$ cat src/rtl/rv_div_pkg.sv
// Shared types for the iterative RV32M divider: op and FSM encodings, default width.
package rv_div_pkg;

  localparam int unsigned XLEN_DEFAULT = 32;

  typedef enum logic [1:0] {
    OP_DIV  = 2'b00,
    OP_DIVU = 2'b01,
    OP_REM  = 2'b10,
    OP_REMU = 2'b11
  } op_e;

  typedef enum logic [1:0] {
    S_IDLE,
    S_CALC,
    S_FIX,
    S_DONE
  } state_e;

  // DIV and REM treat operands as two's-complement; DIVU/REMU as unsigned.
  function automatic logic op_is_signed(input logic [1:0] op);
    return ~op[0];
  endfunction

endpackage

$ cat src/rtl/rv_div_step.sv
// One restoring-division step: shift in the next dividend bit, trial-subtract, select.
module rv_div_step #(
  parameter int unsigned XLEN = 32
) (
  input  logic [XLEN:0]   i_rem,
  input  logic [XLEN-1:0] i_quo,
  input  logic [XLEN-1:0] i_divisor,
  output logic [XLEN:0]   o_rem,
  output logic [XLEN-1:0] o_quo
);

  logic [XLEN:0]   w_shift;
  logic [XLEN+1:0] w_diff;
  logic            w_neg;

  // Trial subtract with one guard bit so the borrow shows up as the sign.
  always_comb begin
    w_shift = {i_rem[XLEN-1:0], i_quo[XLEN-1]};
    w_diff  = {1'b0, w_shift} - {2'b00, i_divisor};
    w_neg   = w_diff[XLEN+1] & ~i_rem[XLEN];
    o_rem   = w_neg ? w_shift : w_diff[XLEN:0];
    o_quo   = {i_quo[XLEN-2:0], ~w_neg};
  end

endmodule

$ cat src/rtl/rv_divider.sv
// Iterative RV32M divider (DIV/DIVU/REM/REMU), one restoring step per cycle.
// Optional macro RV_DIV_FAST_SPECIAL_EN: divide-by-zero and signed overflow
// skip the iteration phase and finish two cycles after accept.
module rv_divider
  import rv_div_pkg::*;
#(
  parameter int unsigned XLEN = XLEN_DEFAULT
) (
  input  logic            i_clk,
  input  logic            i_rst_n,
  input  logic            i_start,
  input  logic [1:0]      i_op,
  input  logic [XLEN-1:0] i_dividend,
  input  logic [XLEN-1:0] i_divisor,
  input  logic            i_flush,
  output logic            o_busy,
  output logic            o_valid,
  output logic [XLEN-1:0] o_result
);

  localparam int unsigned CW = $clog2(XLEN);

  state_e          r_state, w_next;
  op_e             r_op;
  logic            r_qsign, r_rsign;
  logic [XLEN-1:0] r_dvsr, r_quo, r_result;
  logic [XLEN:0]   r_rem;
  logic [CW-1:0]   r_cnt;

  logic            w_accept, w_signed, w_a_neg, w_b_neg, w_div0, w_special;
  logic [XLEN-1:0] w_a_mag, w_b_mag, w_step_quo, w_fix;
  logic [XLEN:0]   w_step_rem;

  assign w_signed = op_is_signed(i_op);
  assign w_a_neg  = w_signed & i_dividend[XLEN-1];
  assign w_b_neg  = w_signed & i_divisor[XLEN-1];
  assign w_a_mag  = w_a_neg ? -i_dividend : i_dividend;
  assign w_b_mag  = w_b_neg ? -i_divisor : i_divisor;
  assign w_div0   = (i_divisor == '0);
  assign w_accept = i_start & ~i_flush & ((r_state == S_IDLE) | (r_state == S_DONE));

`ifdef RV_DIV_FAST_SPECIAL_EN
  assign w_special = w_div0 |
                     (w_signed & (i_dividend == {1'b1, {(XLEN-1){1'b0}}}) & (i_divisor == '1));
`else
  assign w_special = 1'b0;
`endif

  rv_div_step #(.XLEN(XLEN)) u_step (
    .i_rem     (r_rem),
    .i_quo     (r_quo),
    .i_divisor (r_dvsr),
    .o_rem     (w_step_rem),
    .o_quo     (w_step_quo)
  );

  // Final sign correction of the selected quotient or remainder.
  always_comb begin
    w_fix = '0;
    if ((r_op == OP_REM) || (r_op == OP_REMU))
      w_fix = r_rsign ? -r_rem[XLEN-1:0] : r_rem[XLEN-1:0];
    else
      w_fix = r_qsign ? -r_quo : r_quo;
  end

  // FSM state register.
  always_ff @(posedge i_clk or negedge i_rst_n) begin
    if (!i_rst_n) r_state <= S_IDLE;
    else          r_state <= w_next;
  end

  // Next-state logic; flush wins over any simultaneous start.
  always_comb begin
    w_next = r_state;
    case (r_state)
      S_IDLE, S_DONE: w_next = w_accept ? (w_special ? S_FIX : S_CALC) : S_IDLE;
      S_CALC: begin
        if (i_flush)                       w_next = S_IDLE;
        else if (r_cnt == CW'(XLEN - 1))   w_next = S_FIX;
      end
      S_FIX:   w_next = i_flush ? S_IDLE : S_DONE;
      default: w_next = S_IDLE;
    endcase
  end

  assign o_busy   = (r_state == S_CALC) | (r_state == S_FIX);
  assign o_valid  = (r_state == S_DONE) & ~i_flush;
  assign o_result = r_result;

  // Operand capture, iteration and result register.
  // Quotient sign is cleared for divide-by-zero so the all-ones quotient survives
  // FIX; the fast path preloads the final magnitudes and lets FIX apply signs.
  always_ff @(posedge i_clk or negedge i_rst_n) begin
    if (!i_rst_n) begin
      r_op     <= OP_DIV;
      r_qsign  <= 1'b0;
      r_rsign  <= 1'b0;
      r_dvsr   <= '0;
      r_quo    <= '0;
      r_rem    <= '0;
      r_cnt    <= '0;
      r_result <= '0;
    end else if (w_accept) begin
      r_op    <= op_e'(i_op);
      r_qsign <= (w_a_neg ^ w_b_neg) & ~w_div0;
      r_rsign <= w_a_neg;
      r_dvsr  <= w_b_mag;
      r_cnt   <= '0;
      if (w_special) begin
        r_quo <= w_div0 ? '1 : w_a_mag;
        r_rem <= w_div0 ? {1'b0, w_a_mag} : '0;
      end else begin
        r_quo <= w_a_mag;
        r_rem <= '0;
      end
    end else if (r_state == S_CALC) begin
      r_quo <= w_step_quo;
      r_rem <= w_step_rem;
      r_cnt <= r_cnt + 1'b1;
    end else if ((r_state == S_FIX) && !i_flush) begin
      r_result <= w_fix;
    end
  end

endmodule

$ cat config.mk
export PLATFORM = sky130hd
export DESIGN_NAME = rv_divider
export DESIGN_NICKNAME = d
export VERILOG_FILES = /design/src/rtl/rv_div_pkg.sv /design/src/rtl/rv_div_step.sv /design/src/rtl/rv_divider.sv
export SDC_FILE = /design/constraint.sdc
export NUM_CORES = 1
export LEC_CHECK = 0
export BUFFER_PORTS_ARGS = -buffer_cell sky130_fd_sc_hd__buf_2
export CORE_ASPECT_RATIO = 1.4
export CORE_MARGIN = 5
export CORE_UTILIZATION = 59
export DETAILED_ROUTE_END_ITERATION = 7
export GPL_ROUTABILITY_DRIVEN = 0
export PLACE_DENSITY = 0.83
export SKIP_LAST_GASP = 1
export SYNTH_ARGS = -nofsm -noshare
export SYNTH_HDL_FRONTEND = slang
export SYNTH_SLANG_ARGS = --single-unit
$ cat constraint.sdc
create_clock -name i_clk -period 3.4 [get_ports i_clk]
set_input_delay 0.51 -clock i_clk [delete_from_list [all_inputs] [get_ports i_clk]]
set_output_delay 0.51 -clock i_clk [all_outputs]
set_load 0.05 [all_outputs]
### After elaboration in Yosys (flattened, before gate mapping)

Cells that the tools add are included.

* register bits: 140

* $add $sub $neg: 6
* equality and inequality tests: 7
* multiplexer cells: 17
* bitwise operators: 17
* reduce and logical (&&, ||, !) cells: 8

Operators by type and width (number)
* $mux 32: 7
* $neg 32->32: 4
* $mux 33: 3
* $sub 33x32->34: 1
* $logic_not 32->1: 1
* $mux 5: 2
* $eq 2x2->1 const B: 4
* $and 1x1->1: 7
* $not 1->1: 7
* $mux 2: 3
* $pmux 2 s3: 1
* $add 5x1->5 const B: 1
* $eq 5x5->1 const B: 1
* $ne 3x3->1 const B: 1
* $reduce_and 3->1: 1
* $eq 2x1->1 const B: 1
* $logic_not 2->1: 1
* $or 1x1->1: 2
* $reduce_bool 2->1: 1
* $reduce_or 2->1: 1
* $logic_and 1x1->1: 1
* $logic_not 1->1: 1
* $logic_or 1x1->1: 1
* $mux 1: 1
* $xor 1x1->1: 1

### Longest topological paths before layout

Gate-level depths: netlist of the first run.

* depth after elaboration: 5
* depth in mapped cells: 14
* depth with buffers taken out: 13

### By module

A second synthesis of the first run with hierarchy kept.

* cell total of the unflattened synthesis: 1327
* area, all modules: 11219.5 um^2

Modules (own cells, without submodules)
* rv_divider: times used 1, cells an instance 934, area an instance 8485.6 um^2
* rv_div_step: times used 1, cells an instance 393, area an instance 2733.9 um^2

### Worst setup path after synthesis of the first run

Ideal clock, no wire load.

* path kind: flip-flop to flip-flop
* start point: register r_quo[31]
* end point: register r_rem[30]
* setup time: 122 ps
* arrival: 2795 ps
* required time: 3278 ps
* path slack: 484 ps
* stages on the path, launching flop included: 14
* path through: dfrtp_1 > inv_1 > ha_1 > inv_1 > fa_1 > a211oi_1 > nor2_1 > o211ai_2 > a31oi_1 > o2111ai_1 > nand2_1 > a311oi_2 > o21ai_0 > a32o_1

* cells in the longest elaborated chain, start to end: 5

Ends and longest elaborated chain
* start: declaration: RTL line rv_divider.sv:26 `logic [XLEN-1:0] r_dvsr, r_quo, r_result;`
* start signal: assignment: RTL line rv_divider.sv:110 `r_quo <= w_div0 ? '1 : w_a_mag;`
* start signal: assignment: RTL line rv_divider.sv:113 `r_quo <= w_a_mag;`
* start signal: assignment: RTL line rv_divider.sv:117 `r_quo <= w_step_quo;`
* $sub 33x32->34 *: RTL line rv_div_step.sv:19 `w_diff = {1'b0, w_shift} - {2'b00, i_divisor};`
* $and 1x1->1: RTL line rv_div_step.sv:20 `w_neg = w_diff[XLEN+1] & ~i_rem[XLEN];`
* $mux 33 *: RTL line rv_div_step.sv:21 `o_rem = w_neg ? w_shift : w_diff[XLEN:0];`
* $mux 33 *: RTL line rv_divider.sv:116 `end else if (r_state == S_CALC) begin`
* $mux 33 *: RTL line rv_divider.sv:103 `end else if (w_accept) begin`
* end signal: assignment: RTL line rv_divider.sv:111 `r_rem <= w_div0 ? {1'b0, w_a_mag} : '0;`
* end signal: assignment: RTL line rv_divider.sv:118 `r_rem <= w_step_rem;`
* end: declaration: RTL line rv_divider.sv:27 `logic [XLEN:0] r_rem;`

Every way passes the cells marked *; elsewhere a longest branch is shown, timed or not. The select of a mux whose other input is x is not followed.
A chain may end at the register's enable or synchronous reset.

### Final worst setup path of the first run

Same ends and word-level chain as after synthesis.

==> results.json, run 1 <==
{
  "status": "finished clean",
  "io_buffers": 103,
  "wl_um": 27620,
  "top_layer": "met4",
  "place_inst": 1621,
  "die_w_um": 123.5,
  "drv_slew": 0,
  "synth_cell_types": 72,
  "p_leak_nw": 5.374,
  "synthTopCellsByCount": "nand2_1 (188), o21ai_0 (158), dfrtp_1 (139), a21oi_1 (104), nor2_1 (97)",
  "skew_ns": 0.005331,
  "power_switching_mw": 4.194,
  "num_rows": 58,
  "dp_hpwl_um": 20420,
  "p_seq_frac": 0.276,
  "htree_levels": 4,
  "ys_seq_area_frac": 0.3269,
  "synth.cell_area_sq_um": 10640,
  "syn-num-nets": 1432,
  "drcViolationCount": 0,
  "die_y_um": 168.9,
  "clockPowerShare": 0.202,
  "coreArea_sq_um": 17850,
  "power_density_nw_per_um2": 785.6,
  "setup_viol": 0,
  "first_pass_iters": 8,
  "n_antenna_cell": 0,
  "finalPower_mw": 9.480,
  "rsz0062_at_grt": "false",
  "area_delta_synth_final_pct": 13.43,
  "wl_per_cell_um": 16.72,
  "fmax_mhz": 311.2,
  "switching_share": 0.4424,
  "reg2reg_depth": 13,
  "crit_path_end_kind": "flop",
  "clk_latency_ns": 0.43,
  "synthMostInstantiatedCell": "nand2_1",
  "critical_path_arrival_ns": 3.54,
  "wl_met1_um": 11160,
  "ctsLongestPathBuffers": 2,
  "fillCellCount": 1472,
  "clockRootBuffer": "clkbuf_16",
  "tightestPinTransition_ns": 1.054,
  "grt_usage": 0.2667,
  "crit_start": "r_quo[31]",
  "slowest_stage": "fa_1",
  "dr_wl_met3_um": 1732,
  "grt_pass1_vias": 9218,
  "vias": 9958,
  "relSlewSlack": 0.2957,
  "clk_pin_slew_ns": 0.06,
  "die_area_sq_um": 20860,
  "tritoncts": "yes",
  "synth_edf_count": 0,
  "fin_crit_sh": 0.9451,
  "p_int_mw": 5.286,
  "initial_core_util": 0.5959,
  "synth_area_leader_cell": "dfrtp_1",
  "post_cts_buffers": 0,
  "synthArstFlopShare": 1.000,
  "syn_area_per_cell_sq_um": 8.060,
  "path_cells": "inv_1 -> ha_1 -> inv_1 -> fa_1 -> a211oi_1 -> nor2_1 -> o211ai_2 -> a31oi_1 -> o2111ai_1 -> nand2_1 -> a311oi_4 -> o21ai_0 -> a32o_1",
  "min_period_ns": 3.213,
  "critPathLaunchType": "flop",
  "critPathKind": "flop to flop",
  "crit_path_frequent_cell": "inv_1",
  "min_path_type": "input pin to async pin",
  "antenna_found_initial": 0,
  "drive_gt1_frac": 0.1381,
  "met2_length_um": 13580,
  "hold_violations": 0,
  "nets": 1512,
  "fin_setup_tns_ns": 0,
  "p_comb_frac": 0.522,
  "timing.rr.start": "r_quo[31]",
  "ant_nets": 0,
  "grt_max_degree": 95,
  "ys_top_cells_by_area": "dfrtp_1 (33%), o21ai_0 (7.4%), nand2_1 (6.6%), xnor2_1 (6.0%), xor2_1 (5.1%)",
  "instances_no_fill": 1652,
  "synth-seq-cells": 139,
  "synthCells": 1320,
  "path_buf_inv": 2,
  "pin_count": 104,
  "crit_family": "compound AO/OA/AOI/OAI gates",
  "grt_pass1_wl_um": 44790,
  "synthFlopType": "dfrtp_1",
  "cts_buffers": 17,
  "worst_ep_required_time_ns": 3.72,
  "vdd.ir_drop.worst_v": 0.0004631,
  "synth_top_cell_area_share": 0.3269,
  "cp_max_fo": 3,
  "drv_cap": 0,
  "via_per_inst": 6.028,
  "grt_overflow": 0,
  "critical_path_cell_count": 13,
  "drtIter0Drc": 870,
  "numClockSinks": 139,
  "synth_warnings": 0,
  "slowest_delay_ns": 0.42
}
[layout make-up]
cell class	instances	area [sq um]	area share
Multi-Input combinational cell	1053	6698	0.5550
Sequential cell	139	3478	0.2882
Timing Repair Buffer	131	769.5	0.06376
Clock buffer	24	491.7	0.04075
Tap cell	240	300.3	0.02488
Inverter	58	217.7	0.01804
Clock inverter	7	112.6	0.009331
[placed cells by master (no fill, tap or decap), types with 4 or more instances in the layout]
| cell | n |
|---|---|
| o31ai_1 | 21 |
| nor4_1 | 14 |
| nor3_1 | 21 |
| o21bai_1 | 5 |
| and3_1 | 13 |
| xnor2_1 | 73 |
| buf_2 | 102 |
| o21a_1 | 7 |
| or4_1 | 4 |
| or2_2 | 4 |
| xor2_1 | 62 |
| o41ai_1 | 10 |
| nand3_1 | 17 |
| inv_1 | 58 |
| ha_1 | 40 |
| nor2b_1 | 11 |
| clkbuf_8 | 4 |
| a21oi_1 | 104 |
| or3_1 | 17 |
| nand2b_1 | 9 |
| o211ai_1 | 7 |
| a21boi_0 | 4 |
| o21ai_0 | 158 |
| nand4_1 | 5 |
| o21ai_1 | 11 |
| dfrtp_1 | 139 |
| nor2_1 | 96 |
| mux2i_1 | 41 |
| nand2_1 | 188 |
| clkbuf_16 | 17 |
| and2_1 | 7 |
| a311oi_1 | 11 |
| a31oi_1 | 9 |
| buf_4 | 25 |
| a211oi_1 | 13 |
| a21o_1 | 17 |
[worst paths after layout]
check,slack [ns],end
max,0.19,r_rem[30]
min,0.13,o_result[3]
max reg2reg,0.19,r_rem[30]
min reg2reg,0.47,o_result[13]
max in group asynchronous,2.51,r_quo[27]
min in group i_clk,0.28,r_op[1]
[stage by stage]
step / area [sq um] / util / setup WS (ns) / hold slack [ns]
4_1_cts: 12060 / 0.6754 / 0.1608 / 0.1899
5_1_grt: 12070 / 0.6760 / 0.004031 / 0.2324
3_5_place_dp: 11450 / 0.6415 / 0.1895 / 0.4643
6_report: 12070 / 0.6760 / 0.1867 / 0.1332
2_1_floorplan: 10640 / - / 0.4838 / 0.2144
3_3_place_gp: 11450 / 0.6415 / 0.3035 / 0.4564
[flip-flops by register name, indices dropped and copies added, names as in the netlist]
name and cells:
o_result 32, r_dvsr 32, r_cnt 5, r_qsign 1, r_op 1, r_quo 32
r_state 2, r_rsign 1, r_rem 33
[metal layers]
metal	track usage	up-vias
met4	0.1219	0
met5	0	-
li1	-	4822
met1	0.3359	4644
met2	0.4441	393
met3	0.04479	99
[power by group through the flow]
| stage | clock (mW) | sequential (mW) | combinational, mW |
|---|---|---|---|
| after floorplan | 0 | 2.60 | 3.46 |
| after global placement | 0 | 2.59 | 4.69 |
| after detailed placement | 0 | 2.61 | 4.79 |
| after CTS | 1.93 | 2.59 | 4.86 |
| after global routing | 2.01 | 2.66 | 5.43 |
| final | 1.91 | 2.61 | 4.95 |
[timing repair]
| item | 4_1_cts | 5_1_grt |
|---|---|---|
| resized for setup | 0 | 1 |
| hold endpoints to repair | 0 | 0 |
| hold buffers | 0 | 0 |
| setup endpoints to repair | 0 | 2 |
[cells by family after synthesis]
family | synth area share
XOR/XNOR | 0.1111
multiplexers | 0.04069
AND/OR/NAND/NOR | 0.1929
adder cells (fa/ha/maj) | 0.05010
flip-flops | 0.3269
AO/OA/AOI/OAI | 0.2317
buffers and inverters | 0.04657
(Power assumes the default switching activity.)
==> run 2: changes to the inputs <==
==> constraint.sdc (replaced) <==
create_clock -name i_clk -period 3.3 [get_ports i_clk]
set_input_delay 0.495 -clock i_clk [delete_from_list [all_inputs] [get_ports i_clk]]
set_output_delay 0.495 -clock i_clk [all_outputs]
set_load 0.05 [all_outputs]
==> results.json, run 2 (same netlist as run 1, synthesis figures left out) <==
{
  "power_density_nw_per_um2": 827.1,
  "clockRootBuffer": "clkbuf_16",
  "via_per_inst": 6.075,
  "drcViolationCount": 0,
  "rrSetupSlack_ns": 0.07,
  "dp_hpwl_um": 20780,
  "hold_violations": 0,
  "grt_max_degree": 95,
  "wl_per_cell_um": 17.36,
  "die_w_um": 123.5,
  "critical_path_arrival_ns": 3.53,
  "clk_pin_slew_ns": 0.06,
  "instances_no_fill": 1661,
  "drv_slew": 0,
  "clk_latency_ns": 0.42,
  "crit_family": "compound AO/OA/AOI/OAI gates",
  "antenna_found_initial": 0,
  "wl_um": 28840,
  "min_period_ns": 3.231,
  "ant_nets": 0,
  "crit_path_end_kind": "flop",
  "slowest_delay_ns": 0.43,
  "nets": 1520,
  "die_y_um": 168.9,
  "grt_usage": 0.2767,
  "final_area_sq_um": 12180,
  "layout_commonest_cell": "nand2_1",
  "grt_overflow": 0,
  "critPathLaunchType": "flop",
  "setup_viol": 0,
  "place_inst": 1628,
  "dpl_cell_area_sq_um": 11500,
  "cp_max_fo": 3,
  "status": "finished clean",
  "htree_levels": 4,
  "regToRegEndpoint": "r_rem[30]",
  "n_antenna_cell": 0,
  "initial_core_util": 0.5959,
  "crit_path_frequent_cell": "inv_1",
  "path_cells": "inv_1 -> ha_1 -> inv_1 -> fa_1 -> a211oi_2 -> nor2_1 -> o211ai_2 -> a31oi_2 -> o2111ai_2 -> nand2_1 -> a311oi_2 -> o21ai_0 -> a32o_1",
  "drv_cap": 0,
  "ctsLongestPathBuffers": 2,
  "critPathKind": "flop to flop",
  "first_pass_iters": 7,
  "cts_buffers": 17,
  "grt_pass1_vias": 9712,
  "path_buf_inv": 2,
  "grt_pass1_wl_um": 46710,
  "crit_start": "r_quo[31]",
  "largest_reg_flops": 33,
  "numClockSinks": 139,
  "drive_gt1_frac": 0.1464,
  "io_buffers": 103,
  "drtIter0Drc": 895,
  "p_leak_nw": 5.418,
  "vdd.ir_drop.worst_v": 0.0004296,
  "tritoncts": "yes",
  "die_area_sq_um": 20860,
  "num_rows": 58,
  "min_path_type": "input pin to async pin",
  "rsz0062_at_grt": "true",
  "worst_ep_required_time_ns": 3.60,
  "critical_path_cell_count": 13,
  "relSlewSlack": 0.3227,
  "pin_count": 104,
  "vias": 10090,
  "area_delta_synth_final_pct": 14.52,
  "tightestPinTransition_ns": 1.016,
  "fin_crit_sh": 0.9790,
  "timing.rr.start": "r_quo[31]",
  "skew_ns": 0.007785,
  "regMostFlops": "r_rem",
  "fmax_mhz": 309.5,
  "slowest_stage": "fa_1",
  "worstSetupEndpoint": "r_rem[30]",
  "reg2reg_depth": 13,
  "final_cell_mix": "nand2_1 (188), o21ai_0 (158), dfrtp_1 (139)",
  "coreArea_sq_um": 17850
}
-- run 2: cell type report --
| type | count | area, sq um |
|---|---|---|
| Tap cell | 240 | 300.3 |
| Multi-Input combinational cell | 1053 | 6705 |
| Clock inverter | 10 | 188.9 |
| Clock buffer | 22 | 464.2 |
| Sequential cell | 139 | 3478 |
| Timing Repair Buffer | 139 | 829.5 |
| Inverter | 58 | 217.7 |
| Fill cell | 1469 | 5668 |
-- run 2: metrics by stage --
step	total power, mW	worst slack [ns]	hold slack [ns]	setup TNS, ns	utilization
2_1_floorplan	6.244	0.3838	0.1994	0	-
3_3_place_gp	7.533	0.1493	0.4552	0	0.6444
3_5_place_dp	7.678	0.04767	0.4652	0	0.6444
4_1_cts	9.918	0.01021	0.1127	0	0.6810
5_1_grt	10.69	-0.04793	0.1516	-0.05599	0.6825
6_report	10.08	0.06936	0.09363	0	0.6825
-- run 2: worst min-delay path by stage --
stage | start | to | slack (ns) | cells after the start
2_1_floorplan | i_rst_n | o_result[0] | 0.20 | 0
3_3_place_gp | o_result[30] | o_result[30] | 0.46 | 2
3_5_place_dp | o_result[0] | o_result[0] | 0.47 | 2
4_1_cts | i_rst_n | r_rem[3] | 0.11 | 1
5_1_grt | i_rst_n | o_result[6] | 0.15 | 1
6_report | i_rst_n | o_result[4] | 0.09 | 1
-- run 2: per-layer routing --
layer	share of wire	track usage	routed length, um	up-vias
met5	0	0	0	-
met4	0.052	0.1537	1508	0
met3	0.062	0.03810	1775	106
met2	0.49	0.4616	14190	417
met1	0.39	0.3409	11370	4729
li1	-	-	-	4838
-- run 2: power by group --
group          internal (mW)  leakage [nW]  switching (mW)  total, mW
Sequential              2.11          1.72           0.570       2.68
Combinational           2.12          3.40            3.14       5.26
Clock                   1.38         0.303           0.756       2.14
-- run 2: timing repair --
item | in CTS | in global routing
setup endpoints to repair | 1 | 17
pin swaps | 1 | 4
gates resized for setup | 0 | 4
hold buffers | 0 | 0
gates cloned | 0 | 0
setup buffers | 0 | 1
==> run 3: changes to the inputs <==
--- a/config.mk
+++ b/config.mk
@@ -9,6 +9,7 @@
 export CORE_ASPECT_RATIO = 1.4
 export CORE_MARGIN = 5
 export CORE_UTILIZATION = 59
+export CTS_BUF_LIST = sky130_fd_sc_hd__clkbuf_16
 export DETAILED_ROUTE_END_ITERATION = 7
 export GPL_ROUTABILITY_DRIVEN = 0
 export PLACE_DENSITY = 0.83
==> results.json, run 3 (same netlist as run 1, synthesis figures left out) <==
{
  "coreArea_sq_um": 17850,
  "grt_pass1_wl_um": 46560,
  "die_y_um": 168.9,
  "cts_buffers": 17,
  "min_period_ns": 3.221,
  "slowest_stage": "a211o_2",
  "crit_family": "compound AO/OA/AOI/OAI gates",
  "clockRootBuffer": "clkbuf_16",
  "setup_viol": 0,
  "min_path_type": "input pin to async pin",
  "final_area_sq_um": 12150,
  "status": "finished clean",
  "cp_max_fo": 13,
  "grt_pass1_vias": 9673,
  "critical_path_arrival_ns": 3.53,
  "nets": 1519,
  "critPathKind": "flop to flop",
  "drv_slew": 0,
  "n_antenna_cell": 0,
  "finalPower_mw": 9.984,
  "regMostFlops": "r_rem",
  "holdBufCountCts": 0,
  "fin_crit_sh": 0.9762,
  "vias": 10064,
  "initial_core_util": 0.5959,
  "clk_pin_slew_ns": 0.07,
  "clk_latency_ns": 0.43,
  "drcViolationCount": 0,
  "drtIter0Drc": 953,
  "dpl_cell_area_sq_um": 11500,
  "final_util": 0.6806,
  "rsz0062_at_grt": "true",
  "path_cells": "ha_1 -> and3_1 -> and2_2 -> a221oi_2 -> or3_4 -> a31oi_4 -> a211o_2 -> buf_4 -> o2111a_1 -> a32o_1",
  "area_delta_synth_final_pct": 14.21,
  "pin_count": 104,
  "layout_commonest_cell": "nand2_1",
  "largest_reg_flops": 33,
  "ant_nets": 0,
  "relSlewSlack": 0.3288,
  "die_w_um": 123.5,
  "io_buffers": 103,
  "num_rows": 58,
  "crit_start": "r_rem[10]",
  "p_leak_nw": 5.415,
  "grt_usage": 0.2754,
  "via_per_inst": 6.063,
  "vdd.ir_drop.worst_v": 0.0004341,
  "instances_no_fill": 1660,
  "antenna_found_initial": 0,
  "timing.rr.start": "r_rem[10]",
  "drv_cap": 0,
  "fillCellCount": 1475,
  "fmax_mhz": 310.4,
  "wl_per_cell_um": 17.20,
  "tritoncts": "yes",
  "place_inst": 1628,
  "htree_levels": 4,
  "slowest_delay_ns": 0.50,
  "crit_path_end_kind": "flop",
  "critPathLaunchType": "flop",
  "ctsLongestPathBuffers": 2,
  "path_buf_inv": 1,
  "final_cell_mix": "nand2_1 (188), o21ai_0 (158), dfrtp_1 (139)",
  "first_pass_iters": 5,
  "worst_ep_required_time_ns": 3.61,
  "skew_ns": 0.01131,
  "hold_violations": 0,
  "wl_um": 28560,
  "numClockSinks": 139,
  "power_density_nw_per_um2": 821.7,
  "dp_hpwl_um": 20780,
  "grt_max_degree": 95,
  "die_area_sq_um": 20860,
  "drive_gt1_frac": 0.1437,
  "tightestPinTransition_ns": 1.007,
  "grt_overflow": 0
}
==> run 3: what timing repair did <==
| item | in CTS | in global routing |
|---|---|---|
| buffers inserted | 0 | 0 |
| setup endpoints to repair | 1 | 17 |
| pin swaps | 1 | 0 |
| resized for setup | 0 | 3 |
==> run 3: stage by stage <==
step / setup TNS [ns] / worst slack [ns] / hold slack (ns)
2_1_floorplan: 0 / 0.3838 / 0.1994
3_3_place_gp: 0 / 0.1493 / 0.4552
3_5_place_dp: 0 / 0.04767 / 0.4652
4_1_cts: 0 / 0.04734 / 0.1118
5_1_grt: -0.01358 / -0.01174 / 0.1522
6_report: 0 / 0.07856 / 0.09039
==> run 3: final cells by class <==
type | instances | area, sq um | share of cell area
multi-input combinational | 1053 | 6699 | 0.5513
inverter | 58 | 217.7 | 0.01792
timing repair buffer | 138 | 822.0 | 0.06766
tap | 240 | 300.3 | 0.02471
clock inverter | 15 | 207.7 | 0.01709
clock buffer | 17 | 425.4 | 0.03501
sequential | 139 | 3478 | 0.2863
==> run 3: layer usage <==
metal | track usage | up-vias | wire length (um)
met5 | 0 | - | 0
met4 | 0.1533 | 0 | 1510
met3 | 0.03576 | 99 | 1775
met2 | 0.4588 | 433 | 13940
met1 | 0.3412 | 4698 | 11330
li1 | - | 4834 | -
==> run 3: where the power goes <==
| group | internal, mW | switching, mW | total, mW |
|---|---|---|---|
| logic | 2.12 | 3.11 | 5.22 |
| clock network | 1.33 | 0.757 | 2.08 |
| registers | 2.11 | 0.569 | 2.68 |
| total | 5.55 | 4.43 | 9.98 |
==> run 3: worst register-to-register path: cells and delay by family, from the launching register on <==
kind,cells,cell delay (ns)
AO/OA/AOI/OAI,5,1.41
AND/OR/NAND/NOR,3,0.66
flip-flops,1,0.46
adder cells (fa/ha/maj),1,0.37
buffers and inverters,1,0.19
==> run 3: final timing paths <==
kind                               end  slack (ns)  depth (start not counted)
max                          r_rem[30]        0.08                         10
min                        o_result[4]        0.09                          1
max reg2reg                  r_rem[30]        0.08                         10
min reg2reg                o_result[6]        0.47                          2
max in group asynchronous    r_quo[25]        2.45                          2
min in group i_clk             r_op[1]        0.26                          3
